[config.mk]
export PLATFORM = sky130hd
export DESIGN_NAME = dmem_arbiter
export DESIGN_NICKNAME = d
export VERILOG_FILES = /design/src/rtl/dmem_arbiter.sv
export SDC_FILE = /design/constraint.sdc
export NUM_CORES = 1
export LEC_CHECK = 0
export ABC_AREA = 1
export CAP_MARGIN = 10
export CORE_AREA = 3 3 229 231
export CTS_CLUSTER_SIZE = 20
export DETAILED_ROUTE_END_ITERATION = 12
export DIE_AREA = 0 0 232 234
export PLACE_DENSITY = 0.33
export SLEW_MARGIN = 15
export SYNTH_ARGS = -nofsm -noshare
export SYNTH_HDL_FRONTEND = slang
export SYNTH_SLANG_ARGS = --single-unit
[constraint.sdc]
create_clock -name clk -period 2.55 [get_ports clk]
set_input_delay 0.51 -clock clk [delete_from_list [all_inputs] [get_ports clk]]
set_output_delay 0.51 -clock clk [all_outputs]
set_load 0.01 [all_outputs]
[src/rtl/dmem_arbiter.sv]
// Two-port data-memory arbiter: CPU data port vs debug/loader port, one access per cycle.
// Build option: define DMEM_ARB_RR_EN for round-robin ties; default is fixed CPU priority with debug starvation relief.
module dmem_arbiter #(
  parameter int WORD       = 64,
  parameter int SIZE       = 1024,
  parameter int STARVE_MAX = 15
) (
  input  logic            clk,
  input  logic            rst_n,
  input  logic            cpu_req,
  input  logic            cpu_we,
  input  logic [WORD-1:0] cpu_addr,
  input  logic [WORD-1:0] cpu_wdata,
  output logic            cpu_gnt,
  output logic            cpu_stall,
  output logic            cpu_rvalid,
  output logic [WORD-1:0] cpu_rdata,
  output logic            cpu_err,
  input  logic            dbg_req,
  input  logic            dbg_we,
  input  logic [WORD-1:0] dbg_addr,
  input  logic [WORD-1:0] dbg_wdata,
  input  logic            dbg_lock,
  output logic            dbg_gnt,
  output logic            dbg_rvalid,
  output logic [WORD-1:0] dbg_rdata,
  output logic            dbg_err,
  output logic            mem_MemRead,
  output logic            mem_MemWrite,
  output logic [WORD-1:0] mem_addr,
  output logic [WORD-1:0] mem_data,
  input  logic [WORD-1:0] mem_rdata
);

  typedef enum logic [1:0] {S_CPU_PRI, S_DBG_PRI, S_LOCK} state_t;

  state_t          state_q, state_d;
  logic            acc_gnt, acc_we, acc_ok;
  logic [WORD-1:0] acc_addr, acc_wdata;
  logic            rd_vld_p1, owner_dbg_p1, cpu_err_p1, dbg_err_p1;

  function automatic logic addr_ok(input logic [WORD-1:0] a);
    return (a[2:0] == 3'b000) && ((a >> 3) < WORD'(SIZE));
  endfunction

  // Grants are held low while reset is asserted so every output clears at once
  always_comb begin
    cpu_gnt = 1'b0;
    dbg_gnt = 1'b0;
    if (rst_n) begin
      if (state_q == S_LOCK) begin
        dbg_gnt = dbg_req;
      end else if (cpu_req && dbg_req) begin
        dbg_gnt = (state_q == S_DBG_PRI);
        cpu_gnt = (state_q != S_DBG_PRI);
      end else begin
        cpu_gnt = cpu_req;
        dbg_gnt = dbg_req;
      end
    end
  end

  assign cpu_stall = cpu_req & rst_n & ~cpu_gnt;

`ifndef DMEM_ARB_RR_EN
  localparam int CNT_W = $clog2(STARVE_MAX + 1);
  logic [CNT_W-1:0] starve_q;

  always_ff @(posedge clk or negedge rst_n) begin
    if (!rst_n) begin
      starve_q <= '0;
    end else if (dbg_gnt) begin
      starve_q <= '0;
    end else if (dbg_req && (starve_q != CNT_W'(STARVE_MAX))) begin
      starve_q <= starve_q + 1'b1;
    end
  end
`endif

  always_comb begin
    state_d = state_q;
    if (state_q == S_LOCK) begin
      if (!dbg_lock) state_d = S_CPU_PRI;
    end else if (dbg_gnt && dbg_lock) begin
      state_d = S_LOCK;
`ifdef DMEM_ARB_RR_EN
    end else if (cpu_req && dbg_req) begin
      state_d = cpu_gnt ? S_DBG_PRI : S_CPU_PRI;
`else
    end else if (dbg_gnt) begin
      state_d = S_CPU_PRI;
    end else if (dbg_req && (starve_q == CNT_W'(STARVE_MAX - 1))) begin
      // Debug has been denied STARVE_MAX times: it wins the next cycle
      state_d = S_DBG_PRI;
`endif
    end
  end

  always_ff @(posedge clk or negedge rst_n) begin
    if (!rst_n) state_q <= S_CPU_PRI;
    else        state_q <= state_d;
  end

  always_comb begin
    acc_gnt   = cpu_gnt | dbg_gnt;
    acc_we    = dbg_gnt ? dbg_we    : cpu_we;
    acc_addr  = dbg_gnt ? dbg_addr  : cpu_addr;
    acc_wdata = dbg_gnt ? dbg_wdata : cpu_wdata;
    acc_ok    = acc_gnt && addr_ok(acc_addr);
  end

  assign mem_MemRead  = acc_ok & ~acc_we;
  assign mem_MemWrite = acc_ok &  acc_we;
  assign mem_addr     = acc_ok ? acc_addr  : '0;
  assign mem_data     = acc_ok ? acc_wdata : '0;

  // p1: read ownership and error pulses, one cycle after the grant
  always_ff @(posedge clk or negedge rst_n) begin
    if (!rst_n) begin
      rd_vld_p1    <= 1'b0;
      owner_dbg_p1 <= 1'b0;
      cpu_err_p1   <= 1'b0;
      dbg_err_p1   <= 1'b0;
    end else begin
      rd_vld_p1  <= mem_MemRead;
      if (mem_MemRead) owner_dbg_p1 <= dbg_gnt;
      cpu_err_p1 <= cpu_gnt & ~acc_ok;
      dbg_err_p1 <= dbg_gnt & ~acc_ok;
    end
  end

  assign cpu_rvalid = rd_vld_p1 & ~owner_dbg_p1;
  assign dbg_rvalid = rd_vld_p1 &  owner_dbg_p1;
  assign cpu_rdata  = cpu_rvalid ? mem_rdata : '0;
  assign dbg_rdata  = dbg_rvalid ? mem_rdata : '0;
  assign cpu_err    = cpu_err_p1;
  assign dbg_err    = dbg_err_p1;

endmodule
==> metrics.md, run 1 <==
| Metric | Value |
|---|---|
| First-pass DRT Iterations | `4` |
| Top Metal Used | `met5` |
| Vias post-DR | `6854` |
| Filler instances | `approximately 5700` |
| Setup Skew | `about 0.0019 ns` |
| Metal-1 WL | `about 11 mm` |
| Die Ht | `234 microns` |
| Yosys cell types | `25` |
| # port buffers | `around 540` |
| Xor/xnor share of the synthesized area | `0%` |
| Wirelength per Cell | `roughly 15 microns` |
| Synth Area in Compound Gates | `15.1%` |
| Sequential fraction of the synthesis area | `under 10%` |
| Fmax | `between 0.3 and 0.4 GHz` |
| Syn avg cell area | `4.78 sq um` |
| Detailed placement HPWL | `around 28 mm` |
| Setup TNS | `-42.55 ns` |
| Layout cells sized above 1 | `18.4%` |
| Width of the die | `232 microns` |
| Synthesized flop and latch total | `10` |
| Peak VDD IR | `0.155 mV` |
| Io pins | `592` |
| Clk_lat worst skew | `~0.24 ns` |
| Worst setup SP type | `flip-flop` |
| Pwr Density | `between 150 and 200 nW/um^2` |
| Tcrit/Tclk final | `125%` |
| Vias in the first global route | `between 6000 and 7000` |
| Max Buffers Root-to-Sink | `2` |
| H-tree depth | `1` |
| Final WL | `31.4 mm` |
| Tot Pwr | `roughly 1.8 mW` |
| TritonCTS Sinks | `10` |
| Ys Warns | `0` |
| TritonCTS buffer count | `3` |
| Gpl congestion | `between 0.7 and 0.8` |
| Post-DP Area | `10500 sq um` |
| Grt ovf | `0` |
| Min Clock Period, post-route | `~3.2 ns` |
| Adder-cell share of the synthesized area | `0.647%` |
| First-pass GRT wire length | `~43 mm` |
| Core footprint | `just over 50000 sq um` |
| Fin worst setup slack | `-0.642 ns` |
| Critical Path Sink Type | `output port` |
| Largest family of logic cells by synthesized area | `simple AND/OR/NAND/NOR gates` |
| CP required | `between 2 and 2.5 ns` |
| DRC marker count from the first detailed-route iteration | `around 200` |
| Prevailing post-synth register cell | `dfrtp_1` |
| Cell Count Post-Placement | `between 2000 and 2500` |
| ANT nets after route | `0` |
| Mux cell area share after synthesis | `0%` |
| CTS tree | `done` |
| Total Die Area | `roughly 54000 sq um` |
| Crit-path max FO | `8` |
| Initial antenna violation count | `4` |
| Row count | `just over 80` |
| CP arrival | `2.68 ns` |
| Nets | `around 1700` |
| Via density | `3.36` |
| Mapped Cells | `810` |
| # Max-Cap Violations | `0` |
| Clk pin slew, worst setup/hold paths | `around 0.04 ns` |
| Design area | `11000 sq um` |
| Hold_ws | `0.266 ns` |
| Commonest non-fill, non-tap cell in the layout | `clkdlybuf4s50_1` |
| Place WS | `-1.68 ns` |
| Critical path class | `reg -> out` |
| Most frequent cells in the layout | `clkdlybuf4s50_1 (455), nand2_1 (277), nor2_1 (164)` |
| Root Driver | `clkbuf_16` |
| Area delta synth->final | `184%` |
| Class of the worst hold path | `in -> async` |
| Initial Util | `7.70%` |
| DRC errors left | `0` |
| Post-route insts no fill | `approximately 2000` |
| Leak Pwr | `just under 5 nW` |
| Setup Viol. Count Final | `76` |
| Post-synth ARST share | `100%` |
| Post-synth EDFFs | `0` |
| Largest net degree at the start of global routing | `76` |
| Outcome | `complete, but fails checks` |
| Hold Fails Final Rpt | `0` |
| Met3 routed WL | `3.05 mm` |
| Final Slew Violations | `0` |
| RSZ-0062 raised after global routing | `yes` |
| Failing checks | `setup timing` |
| Post-Synth Simple-Gate Area | `between 50% and 60%` |
| Met2 wire length | `roughly 17 mm` |
| Post-Syn Area | `between 3000 and 4000 sq um` |
| Gr usage total | `between 10% and 20%` |
| Final Util | `roughly 22%` |
==> critical path: stages, from the launching register on <==
cell	delay [ns]
dfrtp_1	0.41
inv_2	0.08
nand2_2	0.07
nand3_4	0.14
nand2_8	0.09
buf_4	0.15
buf_4	0.13
nand2_1	0.04
nand2_1	0.05
nor2_2	0.11
nand2_2	0.09
nor2_2	0.12
nand2_2	0.07
nor2_4	0.17
nand2_8	0.14
buf_16	0.18
buf_12	0.14
a21oi_2	0.09
buf_2	0.15
==> path summary, 6_finish.rpt <==
path                                   start  cells past startpoint  slack, ns      endpoint
worst max-delay path              state_q[0]                     18      -0.64   mem_data[2]
worst min-delay path                   rst_n                      2       0.27       cpu_err
worst max register to register    state_q[0]                     18       0.15       dbg_err
worst min register to register  owner_dbg_p1                      2       0.53  owner_dbg_p1
max in group asynchronous              rst_n                      2       2.15   starve_q[0]
min in group clk                owner_dbg_p1                      2       0.53  owner_dbg_p1
==> layer usage <==
layer  vias to the layer above  global-route usage (%)
met2                       351                    20.5
met5                         -                       0
met4                         4                    1.63
met3                        23                    2.98
li1                       3439                       -
met1                      3037                    11.3
==> state kept, by name (all words and copies together), names as in the netlist <==
register      flops
starve_q          4
state_q           2
cpu_err           1
dbg_err           1
owner_dbg_p1      1
rd_vld_p1         1
==> cell type report <==
class,instances,area [sq um],share of cell area [%]
Timing Repair Buffer,603,6090,55.4
Multi-Input combinational cell,656,3370,30.6
Tap cell,672,841,7.65
Inverter,93,362,3.29
Sequential cell,10,250,2.28
Clock buffer,3,75.1,0.683
Antenna cell,1,2.50,0.0228
==> report_power, final <==
group / internal (mW) / leakage (nW) / switching [mW] / total (mW)
logic: 0.712 / 4.63 / 0.594 / 1.31
clock network: 0.203 / 0.0370 / 0.0714 / 0.275
registers: 0.188 / 0.131 / 0.0300 / 0.218
==> cell usage after synthesis, types with 3 or more instances <==
| master | instances | area share, % |
|---|---|---|
| a21oi_2 | 38 | 8.6 |
| a21oi_1 | 39 | 5.0 |
| clkbuf_1 | 39 | 3.8 |
| dfrtp_1 | 10 | 6.5 |
| buf_4 | 55 | 11 |
| buf_6 | 6 | 1.7 |
| buf_1 | 3 | 0.29 |
| inv_2 | 4 | 0.39 |
| inv_1 | 88 | 8.5 |
| nor2_1 | 170 | 16 |
| nand3_1 | 44 | 5.7 |
| o21ai_0 | 8 | 1.0 |
| nand2_1 | 289 | 28 |
==> timing repair <==
item	CTS	global route
resized for setup	344	93
endpoints found under the hold margin	0	0
endpoints found under the setup margin	83	80
pin swaps	5	22
hold buffers	0	0
gates cloned	3	1
setup buffers	14	4
==> cell families (layout without fill, tap and decap cells) <==
logic type,after synthesis,after routing
flops,10,10
other cells,1,55
compound gates,88,88
buf+inv,198,699
simple gates,511,512
fa+ha+maj,2,2
Power figures use the tool's default switching activity.
==> run 2, diff against run 1 <==
- CELL_PAD_IN_SITES_DETAIL_PLACEMENT: not set -> 1
- CELL_PAD_IN_SITES_GLOBAL_PLACEMENT: not set -> 1
- CORE_AREA: 3 3 229 231 -> 3 3 228 230
- DIE_AREA: 0 0 232 234 -> 0 0 231 233
- PLACE_DENSITY: 0.33 -> 0.55
==> metrics.md, run 2 (synthesis results as in run 1) <==
| Metric | Value |
|---|---|
| DRC marker count from the first detailed-route iteration | `150` |
| Final Util | `roughly 23%` |
| Row count | `just over 80` |
| Crit-path max FO | `8` |
| Grt met2 use | `21.3%` |
| Fmax | `0.300 GHz` |
| Min Clock Period, post-route | `about 3.3 ns` |
| Vias post-DR | `7145` |
| TritonCTS Sinks | `10` |
| Largest stage delay on the critical path | `approximately 0.42 ns` |
| Setup Viol. Count Final | `76` |
| Pwr Density | `roughly 170 nW/um^2` |
| Failing checks | `setup timing` |
| Initial Util | `between 7 and 8%` |
| Detailed placement HPWL | `~27 mm` |
| Core footprint | `between 50000 and 60000 sq um` |
| Most used routing layer | `met2` |
| Largest net degree at the start of global routing | `54` |
| Class of the worst hold path | `in -> async` |
| Grt ovf | `0` |
| Setup Skew | `0.00172 ns` |
| RSZ-0062 raised after global routing | `yes` |
| # port buffers | `between 500 and 600` |
| Worst Setup EP | `mem_data[11]` |
| R2R depth | `17` |
| Final WL | `about 32 mm` |
| DRC errors left | `0` |
| M3 GR Usage | `under 10%` |
| Gr usage total | `~11%` |
| Clk pin slew, worst setup/hold paths | `0.04 ns` |
| H-tree depth | `1` |
| Nets | `around 1700` |
| Setup TNS | `-55.13 ns` |
| Vias in the first global route | `7573` |
| TritonCTS buffer count | `3` |
| Wirelength per Cell | `approximately 16 microns` |
| Total Die Area | `between 50000 and 60000 sq um` |
| Peak VDD IR | `roughly 0.16 mV` |
| Crit path from | `state_q[1]` |
| Gpl congestion | `0.778` |
| Fin worst setup slack | `-0.778 ns` |
| CP arrival | `~2.8 ns` |
| Most frequent CP cell | `buf_12` |
| Die Ht | `about 230 microns` |
| Filler instances | `about 6200` |
| Io pins | `around 600` |
| Width of the die | `approximately 230 microns` |
| First-pass GRT wire length | `45.7 mm` |
| # Max-Cap Violations | `0` |
| M1 GR Usage | `roughly an eighth` |
| Largest registers | `starve_q (4), state_q (2)` |
| Slowest stage cell, crit path | `dfrtp_1` |
| Leak Pwr | `approximately 5.1 nW` |
| Place WS | `-1.71 ns` |
| Max reg flops | `4` |
| CP required | `2.04 ns` |
| Worst setup SP type | `flip-flop` |
| Clk_lat worst skew | `~0.24 ns` |
| Hold Fails Final Rpt | `0` |
| Final Slew Violations | `0` |
| Flop2flop setup slack | `0.01 ns` |
| ANT nets after route | `0` |
| Layout cells sized above 1 | `about a fifth` |
| Outcome | `complete, but fails checks` |
| RR Endpoint | `dbg_err` |
| Root Driver | `clkbuf_16` |
| Initial antenna violation count | `2` |
| R2R Path Start | `state_q[1]` |
| CTS tree | `done` |
| Commonest non-fill, non-tap cell in the layout | `clkdlybuf4s50_1` |
| Critical path class | `reg -> out` |
| Most frequent cells in the layout | `clkdlybuf4s50_1 (454), nand2_1 (269), nor2_1 (156)` |
| Critical Path Sink Type | `output port` |
| First-pass DRT Iterations | `4` |
| Via density | `around 3.5` |
| Tcrit/Tclk final | `131%` |
| Crit path cell chain | `inv_2 > nand2_2 > nand3_4 > nand2_8 > buf_12 > clkbuf_16 > o21ai_0 > nand3_1 > nor2_2 > nand2_2 > nor2_4 > nand2_8 > buf_12 > buf_16 > buf_12 > a21oi_4 > buf_6` |
| Area delta synth->final | `200%` |
| Reg with most FFs | `starve_q` |
| Max Buffers Root-to-Sink | `2` |
-- run 2: changes by cell type in the layout (fill, tap and decap cells not counted), sizes merged --
cell,change
bufbuf,+1
clkdlybuf4s15,-11
nand2,-1
buf,+32
dlymetal6s2s,-1
clkbuf,+2
dlygate4sd2,+1
clkdlybuf4s50,-1
-- run 2: final cells by class --
class	instances	area [sq um]	area share, %
timing repair buffer	625	6540	56.4
multi-input combinational	655	3500	30.2
sequential	10	250	2.16
antenna	1	2.50	0.0216
tap	672	841	7.25
clock buffer	4	88.8	0.766
inverter	93	367	3.16
-- run 2: report_power, final --
group          total, mW  internal (mW)  switching (mW)
registers          0.220          0.188          0.0325
logic               1.41          0.769           0.641
clock network      0.312          0.236          0.0755
-- run 2: through the flow --
stage                     hold WS (ns)  power [mW]  area [sq um]  cells
after global routing             0.312        2.10         11600   2059
after detailed placement         0.557        1.47         10500   2011
after floorplan                  0.214       0.758          4460    863
after CTS                        0.315        1.92         11300   2049
after global placement           0.549        1.44         10500   2011
final                            0.300        1.94         11600   2060
-- run 2: layer usage --
metal | vias to the layer above | wire length [microns]
met4 | 0 | 432
met5 | - | 0
met3 | 12 | 2800
met1 | 3290 | 12200
met2 | 352 | 17100
li1 | 3491 | -
-- run 2: what timing repair did --
action / CTS / global route
hold buffers: 0 / 0
buffers inserted: 23 / 10
pin swaps: 19 / 21
resized for setup: 473 / 38
setup endpoints to repair: 87 / 90
gates cloned: 11 / 2
-- run 2: worst max-delay path, delay by kind of cell (launching register included) --
kind / cells / cell delay, ns
AOI/OAI and AO/OA: 2 / 0.27
and+or+nand+nor: 8 / 0.90
DFF: 1 / 0.42
buffers and inverters: 7 / 0.97
-- run 2: worst min path at each step --
stage                 start      endpoint
2_1_floorplan         rst_n       cpu_err
3_3_place_gp    starve_q[3]   starve_q[3]
3_5_place_dp   owner_dbg_p1  owner_dbg_p1
4_1_cts               rst_n   starve_q[3]
5_1_grt               rst_n   starve_q[3]
6_report              rst_n   starve_q[3]
==> run 3, diff against run 2 <==
- CAP_MARGIN: 10 -> not set
- CTS_CLUSTER_DIAMETER: not set -> 60
- SLEW_MARGIN: 15 -> 40
==> results of run 3 <==
The final DEF is identical to that of run 2; final timing and power are the same.
